File: config.mk
export PLATFORM = sky130hd
export DESIGN_NAME = store_buffer
export DESIGN_NICKNAME = d
export VERILOG_FILES = /design/src/rtl/store_buffer_pkg.sv /design/src/rtl/sb_fwd_match.sv /design/src/rtl/store_buffer.sv
export SDC_FILE = /design/constraint.sdc
export NUM_CORES = 1
export LEC_CHECK = 0
export CORE_AREA = 2 2 191 193
export CTS_BUF_LIST = sky130_fd_sc_hd__clkbuf_4 sky130_fd_sc_hd__clkbuf_8
export CTS_CLUSTER_DIAMETER = 60
export DETAILED_ROUTE_END_ITERATION = 7
export DIE_AREA = 0 0 193 195
export PLACE_DENSITY_LB_ADDON = 0.2
export SLEW_MARGIN = 20
export SYNTH_ARGS = -nofsm -noshare
export SYNTH_HDL_FRONTEND = slang
export SYNTH_SLANG_ARGS = --single-unit
File: constraint.sdc
create_clock -name clk -period 7.65 [get_ports clk]
set_input_delay 2.295 -clock clk [delete_from_list [all_inputs] [get_ports clk]]
set_output_delay 2.295 -clock clk [all_outputs]
set_load 0.01 [all_outputs]
File: src/rtl/store_buffer_pkg.sv
// Shared types and defaults for the store buffer between the core and data memory.
package store_buffer_pkg;

    localparam int SB_DEPTH_DEFAULT = 4;

    typedef struct packed {
        logic [29:0] waddr;
        logic [31:0] data;
    } sb_entry_t;

endpackage

File: src/rtl/sb_fwd_match.sv
// Youngest-match search over the live FIFO entries for load forwarding.
module sb_fwd_match
    import store_buffer_pkg::*;
#(
    parameter int DEPTH = SB_DEPTH_DEFAULT
) (
    input  sb_entry_t [DEPTH-1:0]         entries,
    input  logic [DEPTH-1:0]              valid,
    input  logic [$clog2(DEPTH)-1:0]      head,
    input  logic [29:0]                   probe,
    output logic                          hit,
    output logic [31:0]                   data
);
    localparam int PTRW = $clog2(DEPTH);

    logic [PTRW-1:0] idx;

    // Walk oldest to youngest so the last match seen wins.
    always_comb begin
        hit  = 1'b0;
        data = '0;
        idx  = '0;
        for (int k = 0; k < DEPTH; k++) begin
            idx = head + PTRW'(k);
            if (valid[idx] && entries[idx].waddr == probe) begin
                hit  = 1'b1;
                data = entries[idx].data;
            end
        end
    end

endmodule

File: src/rtl/store_buffer.sv
// Store buffer: queues core stores, drains them in order, forwards to loads.
// Define STORE_BUFFER_COALESCE_EN to merge a store into the newest entry on address match.
module store_buffer
    import store_buffer_pkg::*;
#(
    parameter int DEPTH = SB_DEPTH_DEFAULT
) (
    input  logic        clk,
    input  logic        reset,
    input  logic        cpu_we,
    input  logic [31:0] cpu_addr,
    input  logic [31:0] cpu_wdata,
    output logic [31:0] cpu_rdata,
    output logic        stall,
    output logic        mem_wvalid,
    input  logic        mem_wready,
    output logic [31:0] mem_waddr,
    output logic [31:0] mem_wdata,
    output logic [31:0] mem_raddr,
    input  logic [31:0] mem_rdata
);
    localparam int PTRW = $clog2(DEPTH);
    localparam logic [PTRW:0] FULL_CNT = (PTRW+1)'(DEPTH);

    sb_entry_t [DEPTH-1:0] entries;
    logic [PTRW-1:0]       head, tail;
    logic [PTRW:0]         count;
    logic [DEPTH-1:0]      valid;
    logic                  full, enq, deq, coalesce, hit;
    logic [31:0]           fwd_data;
    logic                  unused_addr_lsb;

    assign unused_addr_lsb = ^cpu_addr[1:0];

    assign full       = (count == FULL_CNT);
    assign mem_wvalid = (count != '0);
    assign deq        = mem_wvalid & mem_wready;

`ifdef STORE_BUFFER_COALESCE_EN
    logic [PTRW-1:0] newest;
    assign newest = tail - PTRW'(1);
    // Merging into a head that is leaving this cycle would lose the data.
    assign coalesce = cpu_we && mem_wvalid
                      && (entries[newest].waddr == cpu_addr[31:2])
                      && !((count == (PTRW+1)'(1)) && deq);
`else
    assign coalesce = 1'b0;
`endif

    assign stall = cpu_we & full & ~coalesce;
    assign enq   = cpu_we & ~stall & ~coalesce;

    assign mem_waddr = {entries[head].waddr, 2'b00};
    assign mem_wdata = entries[head].data;
    assign mem_raddr = {cpu_addr[31:2], 2'b00};

    for (genvar i = 0; i < DEPTH; i++) begin : g_vld
        logic [PTRW-1:0] age;
        assign age      = PTRW'(i) - head;
        assign valid[i] = ({1'b0, age} < count);
    end

    sb_fwd_match #(.DEPTH(DEPTH)) u_fwd (
        .entries (entries),
        .valid   (valid),
        .head    (head),
        .probe   (cpu_addr[31:2]),
        .hit     (hit),
        .data    (fwd_data)
    );

    assign cpu_rdata = hit ? fwd_data : mem_rdata;

    always_ff @(posedge clk or posedge reset) begin
        if (reset) begin
            head  <= '0;
            tail  <= '0;
            count <= '0;
        end else begin
            if (enq) tail <= tail + PTRW'(1);
            if (deq) head <= head + PTRW'(1);
            case ({enq, deq})
                2'b10:   count <= count + (PTRW+1)'(1);
                2'b01:   count <= count - (PTRW+1)'(1);
                default: count <= count;
            endcase
        end
    end

    // Storage is only meaningful under the valid mask, so it is never reset.
    always_ff @(posedge clk) begin
        if (enq) entries[tail] <= '{waddr: cpu_addr[31:2], data: cpu_wdata};
`ifdef STORE_BUFFER_COALESCE_EN
        if (coalesce) entries[newest].data <= cpu_wdata;
`endif
    end

endmodule

==> results.json, run 1 <==
{
  "synthArstFlopShare_pct": 2.75,
  "crit_fanout": 9,
  "setup_viol": 0,
  "clk_path_buf_depth": 3,
  "synth_area_per_cell_um2": 13.9,
  "die_area_um2": 37600,
  "die_y_um": 195,
  "clockRootBuffer": "clkbuf_8",
  "final-max-slew-violation-count": 0,
  "grt_max_degree": 130,
  "route.detailed.drc": 0,
  "drt_wl_total_mm": 45.6,
  "clock-sinks": 255,
  "grt_remaining_overflow": 0,
  "synth-seq-area-share_pct": 43.4,
  "worstHoldPathType": "reg -> reg",
  "p_per_area_nw_per_um2": 362,
  "p_sw_share_pct": 38.0,
  "peakVddDrop_mv": 0.239,
  "crit_type": "in -> out",
  "coreArea_um2": 35400,
  "synth-xor-area-share_pct": 6.68,
  "syn-instance-count": 1262,
  "rrSetupSlack_ns": 4.85,
  "cts_hold_buffers": 0,
  "critPathCapture": "cpu_rdata[16]",
  "die_w_um": 193,
  "path_buf_inv": 8,
  "worst-path-stages": 15,
  "wl_per_cell_um": 22.7,
  "cts_htree_levels": 2,
  "synth_top_cell_by_area": "edfxtp_1",
  "intPower_w": 0.00488,
  "worstSetupStartpointType": "input port",
  "ys_top_cells_by_count": "edfxtp_1, mux4_2, xnor2_1",
  "p_leak_nw": 7.54,
  "drtIter0Drc": 888,
  "crit_family": "buffers and inverters",
  "synthMuxAreaShare_pct": 27.5,
  "slew_headroom_pct": 34.5,
  "p_switching_w": 0.00299,
  "yosys.area_share.simple_pct": 7.41,
  "clkLatencyLatePin_ns": 0.58,
  "hpwl_mm": 31.1,
  "synth_area_leaders": "edfxtp_1, mux4_2, xnor2_1",
  "crit_start": "cpu_addr[27]",
  "port_buffers": 223,
  "multi_input_area_um2": 8990,
  "numCtsBuffers": 45,
  "slowest_delay_ns": 0.50,
  "setup_tns_ns": 0,
  "num_rows": 69,
  "synth_adder_area_share_pct": 0.755,
  "grt_pass1_wl_mm": 70.2,
  "synth-edff-count": 248,
  "post-place-cells": 1921,
  "cap_viol_max_count": 0,
  "yosys.area.top_type_share_pct": 42.4,
  "finalCritPeriodShare_pct": 98.9,
  "antenna_left": 0,
  "final_nets": 1621,
  "ys_types": 54,
  "cts_tree": "built",
  "antenna_found_initial": 1,
  "required_ns": 5.36,
  "worst_slew_pin_slew_ns": 0.982,
  "r2r-end": "entries[92]",
  "synth_top_family_by_area": "multiplexers",
  "synth_compound_area_share_pct": 8.12,
  "final_cells": 2008,
  "final_hold_viol_count": 0,
  "drive_above_1_share_pct": 31.4,
  "crit_path_cell_trace": "clkdlybuf4s50_1 -> buf_4 -> xnor2_1 -> nand4_1 -> nor4_1 -> buf_4 -> buf_4 -> and4_2 -> nor4b_4 -> buf_4 -> buf_4 -> buf_12 -> a22oi_2 -> o31ai_2 -> dlygate4sd2_1",
  "cp_slowest_cell": "clkdlybuf4s50_1",
  "start_util_pct": 49.7,
  "status": "completed",
  "seqPwrFrac_pct": 26.8,
  "routed_via_density": 6.12,
  "crit_top_cell": "buf_4",
  "grt_pass1_vias": 12360,
  "power_frac_clock_pct": 16.0,
  "fmax_mhz": 132,
  "reg2reg_from": "count[0]",
  "worstSetupEndpointType": "output pin",
  "clock_skew_ns": 0.0165,
  "io_pins": 230,
  "yosysMostFrequentCell": "edfxtp_1",
  "yosysWarnings": 0,
  "synthesis.area_um2": 17600,
  "r2r_cells": 4,
  "clkTransAtPathRegs_ns": 0.06,
  "ys.flop_type": "edfxtp_1",
  "register_area_um2": 7630,
  "fin_crit_ns": 7.57,
  "gp_congestion": 0.874,
  "num_vias": 12293,
  "fillers": 2713,
  "power_frac_comb_pct": 57.1,
  "cp.arrival_ns": 5.27,
  "synth_seq_cells": 255,
  "drt_first_pass_iters": 5,
  "grt_usage_pct": 24.4,
  "area_growth_pct": 23.6
}
-- worst register-to-register path, stage by stage, from the launching register on --
cell	delay, ns
dfrtp_1	0.50
nor2_1	0.13
a21boi_1	0.51
and2_4	0.63
buf_4	0.65
-- cell families after synthesis --
group | Yosys count
other | 1
multiplexers | 262
buffers and inverters | 193
flip-flops | 255
AO/OA/AOI/OAI | 172
adder cells (fa/ha/maj) | 10
XOR/XNOR | 134
AND/OR/NAND/NOR | 235
-- power by group through the flow --
stage | Clock [W] | Sequential [W] | Combinational [W]
after floorplan | 0 | 0.00201 | 0.00326
after global placement | 0 | 0.00211 | 0.00443
after detailed placement | 0 | 0.00214 | 0.00446
after CTS | 0.00130 | 0.00211 | 0.00450
after global routing | 0.00137 | 0.00215 | 0.00484
final | 0.00126 | 0.00211 | 0.00450
-- registers in the layout, indices dropped and copies added, names as in the netlist --
name     count
count        3
entries    248
tail         2
head         2
-- how the worst min path moves through the flow --
stage / startpoint / end / slack [ns] / cells past startpoint
floorplan: count[0] / count[0] / 0.54 / 1
global placement: tail[0] / tail[0] / 0.61 / 2
detailed placement: tail[0] / tail[0] / 0.62 / 2
CTS: tail[0] / tail[0] / 0.63 / 2
global route: tail[1] / tail[1] / 0.67 / 2
finish: tail[0] / tail[0] / 0.64 / 2
-- layout by cell type, fill, tap and decap left out, types with 32 or more instances in the layout --
cell type        count
nand3_1             98
mux2_2              32
clkdlybuf4s50_1    179
mux4_2             167
xnor2_1             96
clkbuf_8            49
nand2b_1            35
a21oi_1             66
buf_4              101
inv_1               39
mux2i_1             58
xor2_1              32
edfxtp_1           248
dlygate4sd2_1       38
nor2_1              37
-- layout make-up --
type	instances	area share, %
antenna	1	0.0115
clock buffer	57	3.38
clock inverter	25	0.806
inverter	41	0.708
multi-input combinational	817	41.4
sequential	255	35.1
tap	461	2.66
timing repair buffer	351	15.9
-- layer usage --
metal / wire (um) / vias up / global-route usage, % / share of wire, %
met3: 3350 / 92 / 4.26 / 7.3
met4: 1370 / 0 / 8.87 / 3.0
met1: 18100 / 6193 / 32.0 / 40
met5: 0 / - / 0 / 0
met2: 22800 / 514 / 40.9 / 50
li1: - / 5494 / - / -
-- metrics by stage --
| step | total power [W] | worst slack [ns] | cell area (um2) | util (%) | hold WS, ns |
|---|---|---|---|---|---|
| after floorplan | 0.00526 | 1.10 | 17600 | - | 0.538 |
| after global placement | 0.00654 | -0.142 | 20700 | 58.5 | 0.615 |
| after detailed placement | 0.00661 | -0.198 | 20700 | 58.5 | 0.622 |
| after CTS | 0.00791 | -0.0713 | 21600 | 61.1 | 0.634 |
| after global routing | 0.00836 | -0.00772 | 21700 | 61.4 | 0.674 |
| final | 0.00787 | 0.0809 | 21700 | 61.4 | 0.637 |
-- timing repair --
item | 4_1_cts | 5_1_grt
setup endpoints to repair | 32 | 13
pin swaps | 3 | 7
buffers inserted | 3 | 1
gates resized for setup | 44 | 17
(Power assumes the default switching activity.)
==> run 2, diff against run 1 <==
--- a/config.mk
+++ b/config.mk
@@ -5,11 +5,12 @@
 export SDC_FILE = /design/constraint.sdc
 export NUM_CORES = 1
 export LEC_CHECK = 0
-export CORE_AREA = 2 2 191 193
+export ABC_AREA = 1
+export CORE_AREA = 2 2 194 196
 export CTS_BUF_LIST = sky130_fd_sc_hd__clkbuf_4 sky130_fd_sc_hd__clkbuf_8
 export CTS_CLUSTER_DIAMETER = 60
 export DETAILED_ROUTE_END_ITERATION = 7
-export DIE_AREA = 0 0 193 195
+export DIE_AREA = 0 0 196 198
 export PLACE_DENSITY_LB_ADDON = 0.2
 export SLEW_MARGIN = 20
 export SYNTH_ARGS = -nofsm -noshare
==> run 2 against run 1 <==
Sequential cell count unchanged. Synthesized cell count is 100% higher. Power grew 7.8%. Cell count increased by 60%. Utilization down 3.3 points. Hold slack worse by 0.094 ns. Die area grew 3.1%. Combinational power up 17%. Wire length is 19% higher. Critical path type unchanged. Critical endpoint is now cpu_rdata[25]. Largest cell class unchanged.
==> results.json, run 2 <==
{
  "final_hold_viol_count": 0,
  "grt_use_met2_pct": 45.7,
  "regMostFlops": "entries",
  "p_leak_nw": 9.72,
  "synth_area_leaders": "edfxtp_1, nand2_1, nand3_1",
  "die_w_um": 196,
  "p_per_area_nw_per_um2": 395,
  "setup_viol": 0,
  "busiest_layer": "met2",
  "wl_per_cell_um": 16.9,
  "layout_common_cells": "nand2_1, nand3_1, edfxtp_1",
  "clock-sinks": 255,
  "finalCritPeriodShare_pct": 98.6,
  "hpwl_mm": 34.9,
  "route.detailed.drc": 0,
  "die_y_um": 198,
  "yosys.area.top_type_share_pct": 41.0,
  "final-max-slew-violation-count": 0,
  "synth_compound_area_share_pct": 8.65,
  "clock_skew_ns": 0.0259,
  "ys.flop_type": "edfxtp_1",
  "required_ns": 5.36,
  "coreArea_um2": 37000,
  "clockRootBuffer": "clkbuf_8",
  "synth_top_cell_by_area": "edfxtp_1",
  "register_area_um2": 7630,
  "setup_tns_ns": 0,
  "io_pins": 230,
  "clk_path_buf_depth": 3,
  "multi_input_area_um2": 8810,
  "antenna_found_initial": 2,
  "drive_above_1_share_pct": 5.61,
  "start_util_pct": 49.2,
  "synth_top_family_by_area": "simple AND/OR/NAND/NOR gates",
  "synth_area_per_cell_um2": 7.15,
  "grt_usage_pct": 27.6,
  "grt_remaining_overflow": 0,
  "cp.arrival_ns": 5.25,
  "synth-edff-count": 248,
  "ys_types": 31,
  "worstSetupEndpointType": "output pin",
  "fillers": 3398,
  "final_common_cell": "nand2_1",
  "synth-xor-area-share_pct": 1.54,
  "cap_viol_max_count": 0,
  "syn-instance-count": 2543,
  "port_buffers": 223,
  "cts_tree": "built",
  "rsz0062_at_grt": "false",
  "gp_congestion": 0.845,
  "path_buf_inv": 5,
  "synth-seq-area-share_pct": 42.0,
  "num_rows": 71,
  "synth_adder_area_share_pct": 0.730,
  "fin_crit_ns": 7.54,
  "grt_pass1_vias": 16986,
  "drt_first_pass_iters": 6,
  "grt_max_degree": 128,
  "antenna_left": 0,
  "crit_family": "buffers and inverters",
  "slowest_delay_ns": 0.74,
  "grt_pass1_wl_mm": 84.8,
  "worstHoldPathType": "reg -> reg",
  "clkLatencyLatePin_ns": 0.58,
  "yosysMostFrequentCell": "nand2_1",
  "synth_seq_cells": 255,
  "status": "completed",
  "largest_reg_flops": 248,
  "peakVddDrop_mv": 0.399,
  "slew_headroom_pct": 27.1,
  "clkTransAtPathRegs_ns": 0.06,
  "routed_via_density": 5.57,
  "num_vias": 17842,
  "cts_hold_buffers": 0,
  "fmax_mhz": 133,
  "crit_fanout": 9,
  "synthesis.area_um2": 18200,
  "drt_wl_total_mm": 54.1,
  "grt_util_met3_pct": 4.19,
  "use_met1_pct": 35.6,
  "numCtsBuffers": 44,
  "top_regs": "entries x248, count x3",
  "area_growth_pct": 18.2,
  "yosysWarnings": 0,
  "synthArstFlopShare_pct": 2.75,
  "cts_htree_levels": 2,
  "yosys.area_share.simple_pct": 33.7,
  "die_area_um2": 38800,
  "drtIter0Drc": 1509,
  "postCtsSetupRepairBufs": 0,
  "worst_slew_pin_slew_ns": 1.09,
  "crit_path_cell_trace": "clkdlybuf4s50_1 -> inv_1 -> xor2_1 -> nand3_1 -> nor2_1 -> nand3_1 -> nor2_2 -> inv_2 -> buf_4 -> nor2_1 -> a21oi_1 -> nand2_1 -> clkdlybuf4s50_1",
  "ys_top_cells_by_count": "nand2_1, nand3_1, edfxtp_1",
  "worstSetupStartpointType": "input port",
  "synthMuxAreaShare_pct": 3.53,
  "final_nets": 2805,
  "timing.hold.ws_ns": 0.543,
  "crit_type": "in -> out",
  "cp_slowest_cell": "clkdlybuf4s50_1"
}
run 2: cell count changes in the layout (fill, tap and decap cells not counted), moves of 38 or more:
cell             before   now
dlygate4sd2_1        38     0
inv_1                39   209
nor2_1               37    87
nand3_1              98   274
clkdlybuf4s50_1     179   222
xnor2_1              96     1
nand2_1               3  1039
o21ai_0               1   237
buf_4               101    47
mux4_2              167     0
run 2: path summary, 6_finish.rpt:
| path | startpoint | endpoint | slack [ns] | cells past startpoint |
|---|---|---|---|---|
| worst min-delay path | count[0] | count[0] | 0.54 | 1 |
| min in group asynchronous | reset | head[0] | 2.07 | 2 |
| max in group asynchronous | reset | head[1] | 5.31 | 2 |
| worst min register to register | count[0] | count[0] | 0.54 | 1 |
| worst max register to register | count[0] | entries[66] | 4.92 | 5 |
| worst max-delay path | cpu_addr[2] | cpu_rdata[25] | 0.11 | 13 |
run 2: timing repair:
action	4_1_cts	5_1_grt
setup endpoints to repair	0	3
hold endpoints to repair	0	0
resized for setup	0	1
run 2: final cells by class:
type | instances | area share, %
Clock inverter | 20 | 0.530
Antenna cell | 1 | 0.0117
Inverter | 213 | 3.75
Clock buffer | 60 | 3.41
Timing Repair Buffer | 280 | 12.9
Sequential cell | 255 | 35.5
Tap cell | 474 | 2.76
Multi-Input combinational cell | 1901 | 41.1
run 2: per-layer routing:
metal	vias to the layer above	part of all wire, %
met5	-	0.024
met4	2	3.6
met3	136	8.3
met2	780	46
met1	8329	42
li1	8595	-
run 2: cell families (layout without fill, tap and decap cells):
kind of cell,Yosys count,in the layout
and+or+nand+nor,1486,1486
buffers and inverters,390,573
AOI/OAI and AO/OA,305,305
DFF,255,255
muxes,64,64
xor gates and xnor gates,32,32
adders and majority gates,10,10
other,1,5
run 2: power breakdown:
part	internal [W]	switching (W)	total, W
clock	0.000652	0.000549	0.00120
combinational	0.00182	0.00346	0.00528
sequential	0.00185	0.000155	0.00201
run 2: per-stage QoR:
step	instances	util, %	area [um2]	worst slack [ns]	power (W)
CTS	3203	58.1	21500	0.173	0.00846
global route	3203	58.1	21500	0.0150	0.00921
floorplan	2546	-	18200	1.74	0.00567
detailed placement	3123	55.8	20600	0.199	0.00725
finish	3204	58.1	21500	0.106	0.00849
global placement	3123	55.8	20600	0.243	0.00710
==> run 3, diff against run 2 <==
--- a/config.mk
+++ b/config.mk
@@ -6,6 +6,7 @@
 export NUM_CORES = 1
 export LEC_CHECK = 0
 export ABC_AREA = 1
+export ABC_CLOCK_PERIOD_IN_PS = 7650
 export CORE_AREA = 2 2 194 196
 export CTS_BUF_LIST = sky130_fd_sc_hd__clkbuf_4 sky130_fd_sc_hd__clkbuf_8
 export CTS_CLUSTER_DIAMETER = 60
@@ -16,3 +17,4 @@
 export SYNTH_ARGS = -nofsm -noshare
 export SYNTH_HDL_FRONTEND = slang
 export SYNTH_SLANG_ARGS = --single-unit
+export TNS_END_PERCENT = 1
==> results of run 3 <==
Final layout, timing and power as in run 2 (identical DEF).
